<file path="src/rtl/window_gen_3x3.sv">
// Streaming 3x3 sliding-window generator: two line buffers plus a 3x3 register window,
// one raster pixel in and up to one window out per cycle, valid/ready on both sides.
module window_gen_3x3 #(
  parameter int unsigned H  = 28,
  parameter int unsigned W  = 28,
  parameter int unsigned DW = 8
) (
  input  logic                  clk,
  input  logic                  rst,
  input  logic                  in_valid,
  input  logic [DW-1:0]         in_pixel,
  output logic                  in_ready,
  output logic                  win_valid,
  input  logic                  win_ready,
  output logic [9*DW-1:0]       win_data,
  output logic [$clog2(H)-1:0]  win_row,
  output logic [$clog2(W)-1:0]  win_col,
  output logic                  win_last
);

  localparam int unsigned RW   = $clog2(H);
  localparam int unsigned CW   = $clog2(W);
  localparam int unsigned WINW = 9 * DW;

  logic [RW-1:0]   row_q, row_d;
  logic [CW-1:0]   col_q, col_d;
  logic [WINW-1:0] win_q, win_d;
  logic            win_valid_q, win_valid_d;
  logic [RW-1:0]   win_row_q, win_row_d;
  logic [CW-1:0]   win_col_q, win_col_d;
  logic            win_last_q, win_last_d;

  logic [DW-1:0]   lb0_q [W];
  logic [DW-1:0]   lb1_q [W];

  logic            accept;
  logic            complete;

  assign in_ready  = !win_valid_q || win_ready;
  assign accept    = in_valid && in_ready;
  assign complete  = (row_q >= RW'(2)) && (col_q >= CW'(2));

  assign win_valid = win_valid_q;
  assign win_data  = win_q;
  assign win_row   = win_row_q;
  assign win_col   = win_col_q;
  assign win_last  = win_last_q;

  // Next state: raster counters, window shift and output handshake.
  always_comb begin
    row_d       = row_q;
    col_d       = col_q;
    win_d       = win_q;
    win_valid_d = win_valid_q;
    win_row_d   = win_row_q;
    win_col_d   = win_col_q;
    win_last_d  = win_last_q;

    if (accept) begin
      if (col_q == CW'(W - 1)) begin
        col_d = '0;
        row_d = (row_q == RW'(H - 1)) ? '0 : row_q + RW'(1);
      end else begin
        col_d = col_q + CW'(1);
      end

      for (int i = 0; i < 3; i++) begin
        win_d[(3*i)*DW   +: DW] = win_q[(3*i+1)*DW +: DW];
        win_d[(3*i+1)*DW +: DW] = win_q[(3*i+2)*DW +: DW];
      end
      win_d[2*DW +: DW] = lb1_q[col_q];
      win_d[5*DW +: DW] = lb0_q[col_q];
      win_d[8*DW +: DW] = in_pixel;

      win_valid_d = complete;
      win_last_d  = complete && (row_q == RW'(H - 1)) && (col_q == CW'(W - 1));
      if (complete) begin
        win_row_d = row_q - RW'(2);
        win_col_d = col_q - CW'(2);
      end
    end else if (win_ready) begin
      win_valid_d = 1'b0;
      win_last_d  = 1'b0;
    end
  end

  always_ff @(posedge clk or negedge rst) begin
    if (!rst) begin
      row_q       <= '0;
      col_q       <= '0;
      win_q       <= '0;
      win_valid_q <= 1'b0;
      win_row_q   <= '0;
      win_col_q   <= '0;
      win_last_q  <= 1'b0;
    end else begin
      row_q       <= row_d;
      col_q       <= col_d;
      win_q       <= win_d;
      win_valid_q <= win_valid_d;
      win_row_q   <= win_row_d;
      win_col_q   <= win_col_d;
      win_last_q  <= win_last_d;
    end
  end

  // Line buffers are plain storage; stale contents are never emitted.
  always_ff @(posedge clk) begin
    if (accept) begin
      lb1_q[col_q] <= lb0_q[col_q];
      lb0_q[col_q] <= in_pixel;
    end
  end

endmodule

</file>
<file path="config.mk">
export PLATFORM = sky130hd
export DESIGN_NAME = window_gen_3x3
export DESIGN_NICKNAME = d
export VERILOG_FILES = /design/src/rtl/window_gen_3x3.sv
export SDC_FILE = /design/constraint.sdc
export NUM_CORES = 1
export LEC_CHECK = 0
export BUFFER_PORTS_ARGS = -buffer_cell sky130_fd_sc_hd__clkbuf_2
export CAP_MARGIN = 20
export CORE_MARGIN = 1
export CORE_UTILIZATION = 55
export CTS_CLUSTER_DIAMETER = 60
export DETAILED_ROUTE_END_ITERATION = 8
export PLACE_DENSITY = 0.73
export SETUP_SLACK_MARGIN = 0.05
export SLEW_MARGIN = 30
export SYNTH_ARGS = -nofsm -noshare
export SYNTH_HDL_FRONTEND = slang
export SYNTH_SLANG_ARGS = --single-unit
</file>
<file path="constraint.sdc">
create_clock -name clk -period 3.5 [get_ports clk]
set_input_delay 0.35 -clock clk [delete_from_list [all_inputs] [get_ports clk]]
set_output_delay 0.35 -clock clk [all_outputs]
set_load 0.01 [all_outputs]
</file>
==> flow_summary.json <==
{
  "rsz0062_at_grt": "no",
  "synth_compound_gate_area_share": 0.0378,
  "grt_pass1_wl_um": 72100,
  "area_delta_synth_final_pct": 14.4,
  "vias_per_cell": 6.02,
  "grt_usage": 0.253,
  "drt_iter0_drc": 1295,
  "wl_met1_um": 19100,
  "htreeDepth": 2,
  "clkTransAtPathRegs_ps": 70,
  "ys_top_cells_by_area": "edfxtp_1, dfrtp_1, mux4_2",
  "syn-num-nets": 1278,
  "ant_nets": 0,
  "hold_viol_final": 0,
  "dp_hpwl_um": 29800,
  "yosysTopAreaCell": "edfxtp_1",
  "synth-simple-area-share": 0.0663,
  "grt_start_max_net_pins": 74,
  "n_antenna_cell": 0,
  "ios": 97,
  "start_kind": "flip-flop",
  "min_path_type": "in -> reg",
  "io_buffers": 96,
  "crit_fanout": 34,
  "placed_cell_area_um2": 22400,
  "route.detailed.drc": 0,
  "root_buffer": "clkbuf_16",
  "finalSetupViolations": 0,
  "wl_met2_um": 23300,
  "synth_top_family_by_area": "multiplexers",
  "detail_route.wl_per_cell_um": 24.5,
  "antenna_found_initial": 0,
  "cts_tree": "built",
  "hold_buffers": 2,
  "synth.ff_latch_count": 542,
  "power_leakage_nw": 8.84,
  "cts.sinks": 542,
  "netlist_instances": 1256,
  "overflow": 0,
  "fin_worst_skew_ps": 18.1,
  "fin_tns_setup_ps": 0,
  "topRoutingLayerUsed": "met4",
  "critPathRequiredTime_ps": 3970,
  "grt_pass1_vias": 11776,
  "num_rows": 71,
  "finalWeightedCongestion": 0.887,
  "synth-edff-count": 448,
  "worstSetupPathType": "reg -> reg",
  "nets": 1436,
  "yosysMostFrequentCell": "edfxtp_1",
  "synthTopCellsByCount": "edfxtp_1, nand2_1, dfrtp_1, mux2i_1, mux4_2",
  "cts.repair.resized": 0,
  "die-height_um": 198,
  "first_pass_iters": 6,
  "powerDensity_nw_per_um2": 806,
  "slew_violations": 0,
  "ys_seq_area_frac": 0.751,
  "fmax_mhz": 341,
  "min_period_over_period": 0.838,
  "outcome": "completed",
  "numCtsBuffers": 52,
  "synth_cell_types": 57,
  "clk_path_buf_depth": 3,
  "synthAdderAreaFrac": 0.00594,
  "clk_latency_ps": 580,
  "synth_top_cell_area_share": 0.639,
  "worst_pin_slew_ps": 856,
  "via_count": 11859,
  "synth_mux_area_frac": 0.119,
  "nFillCells": 2575,
  "slew_headroom": 0.415,
  "hold-worst-slack_ps": 333,
  "crit_path_end_kind": "flip-flop",
  "coreArea_um2": 37700,
  "drt_wl_total_um": 48200,
  "crit_arrival_ps": 3400,
  "die_area_um2": 39100,
  "yosysWarningCount": 0,
  "async_flop_share": 0.173,
  "wl_met3_um": 4210,
  "postCtsSetupBuffers": 0,
  "cap_viol_max_count": 0,
  "design_area_um2": 24100,
  "synth_xor_area_frac": 0.00208,
  "synth_area_um2": 21100,
  "die_x_um": 198,
  "initial_core_util": 0.559,
  "irDropWorstVdd_mv": 0.531,
  "min_period_ps": 2930,
  "drive_gt1_frac": 0.224,
  "synth_top_flop_cell": "edfxtp_1",
  "avgSynthCellArea_um2": 16.8
}
## per-stage QoR
step	instances	setup slack, ps	util	total power, mW
after global routing	1969	377	0.640	20.1
after CTS	1969	579	0.640	19.5
after detailed placement	1869	613	0.595	14.1
after global placement	1869	641	0.595	13.9
final	1969	569	0.640	19.4
after floorplan	1256	966	-	12.0
## routing by layer
metal,vias up,global-route usage
met4,0,0.0930
met3,115,0.0410
met1,6039,0.352
li1,5119,-
met2,586,0.407
met5,-,0
## sequential cells by signal, indices dropped and copies added, names as in the netlist
register	cells
col_q	5
win_col	5
win_last	1
win_data	72
row_q	5
lb1_q	224
lb0_q	224
win_valid	1
win_row	5
## worst max-delay path, cell delays in order (launching register included)
cell,delay (ps)
dfrtp_4,700
or4bb_1,640
o22ai_1,200
a211oi_1,430
nand3_1,220
buf_4,280
mux2_4,290
## cells by family after synthesis
family	Yosys count
adder cells (fa/ha/maj)	10
buffers and inverters	75
flip-flops	542
AO/OA/AOI/OAI	120
AND/OR/NAND/NOR	334
multiplexers	170
XOR/XNOR	5
## layout make-up
cell class | instances | area, µm² | share of cell area
Multi-Input combinational cell | 639 | 4870 | 0.202
Sequential cell | 542 | 15800 | 0.656
Tap cell | 511 | 639 | 0.0265
Clock inverter | 23 | 173 | 0.00717
Clock buffer | 75 | 1500 | 0.0623
Inverter | 10 | 37.5 | 0.00156
Timing Repair Buffer | 169 | 1060 | 0.0442
## report_power, final
part           internal, mW  switching, mW
logic                  1.75           3.18
clock network          3.13           2.32
registers              8.53          0.506
total                  13.4           6.01
## path summary, 6_finish.rpt
check                             from           end  slack (ps)  cells past startpoint
min                           in_valid      col_q[2]         330                      5
min in group asynchronous          rst    win_row[4]         360                      2
min reg2reg                win_data[0]   win_data[0]         470                      2
max reg2reg                   col_q[0]  win_data[40]         570                      6
max                           col_q[0]  win_data[40]         570                      6
max in group asynchronous          rst  win_data[54]        2330                      3
## cells in the final DEF, fill, tap and decap left out, types with 3 or more instances in the layout
master      netlist  final
a31oi_1           6      6
nand2_1         220    219
xnor2_1           4      4
clkinvlp_4        0      3
mux2i_1          92     92
inv_1             8      8
nor2_1           49     49
a32oi_1           3      3
a211oi_1          8      8
buf_4             5     69
and2_1            5      4
clkinv_2          0      8
mux4_2           59     59
clkinv_1          0      9
a2111oi_0         3      3
a21oi_1          19     19
clkbuf_2          1     95
clkbuf_16         0     55
a22o_1            4      4
dfrtp_1          94     92
clkbuf_8          0      5
nor3_1            4      4
a22oi_1          18     18
ha_1             10     10
o21ai_0          20     20
edfxtp_1        448    448
nor2b_1           5      5
nand3_1          30     30
o22ai_1          26     26
nand2b_1          3      3
mux2_2           15     15
clkbuf_1         29     15
or3_1             3      3
Note: power is estimated with default switching activity, not from simulation.
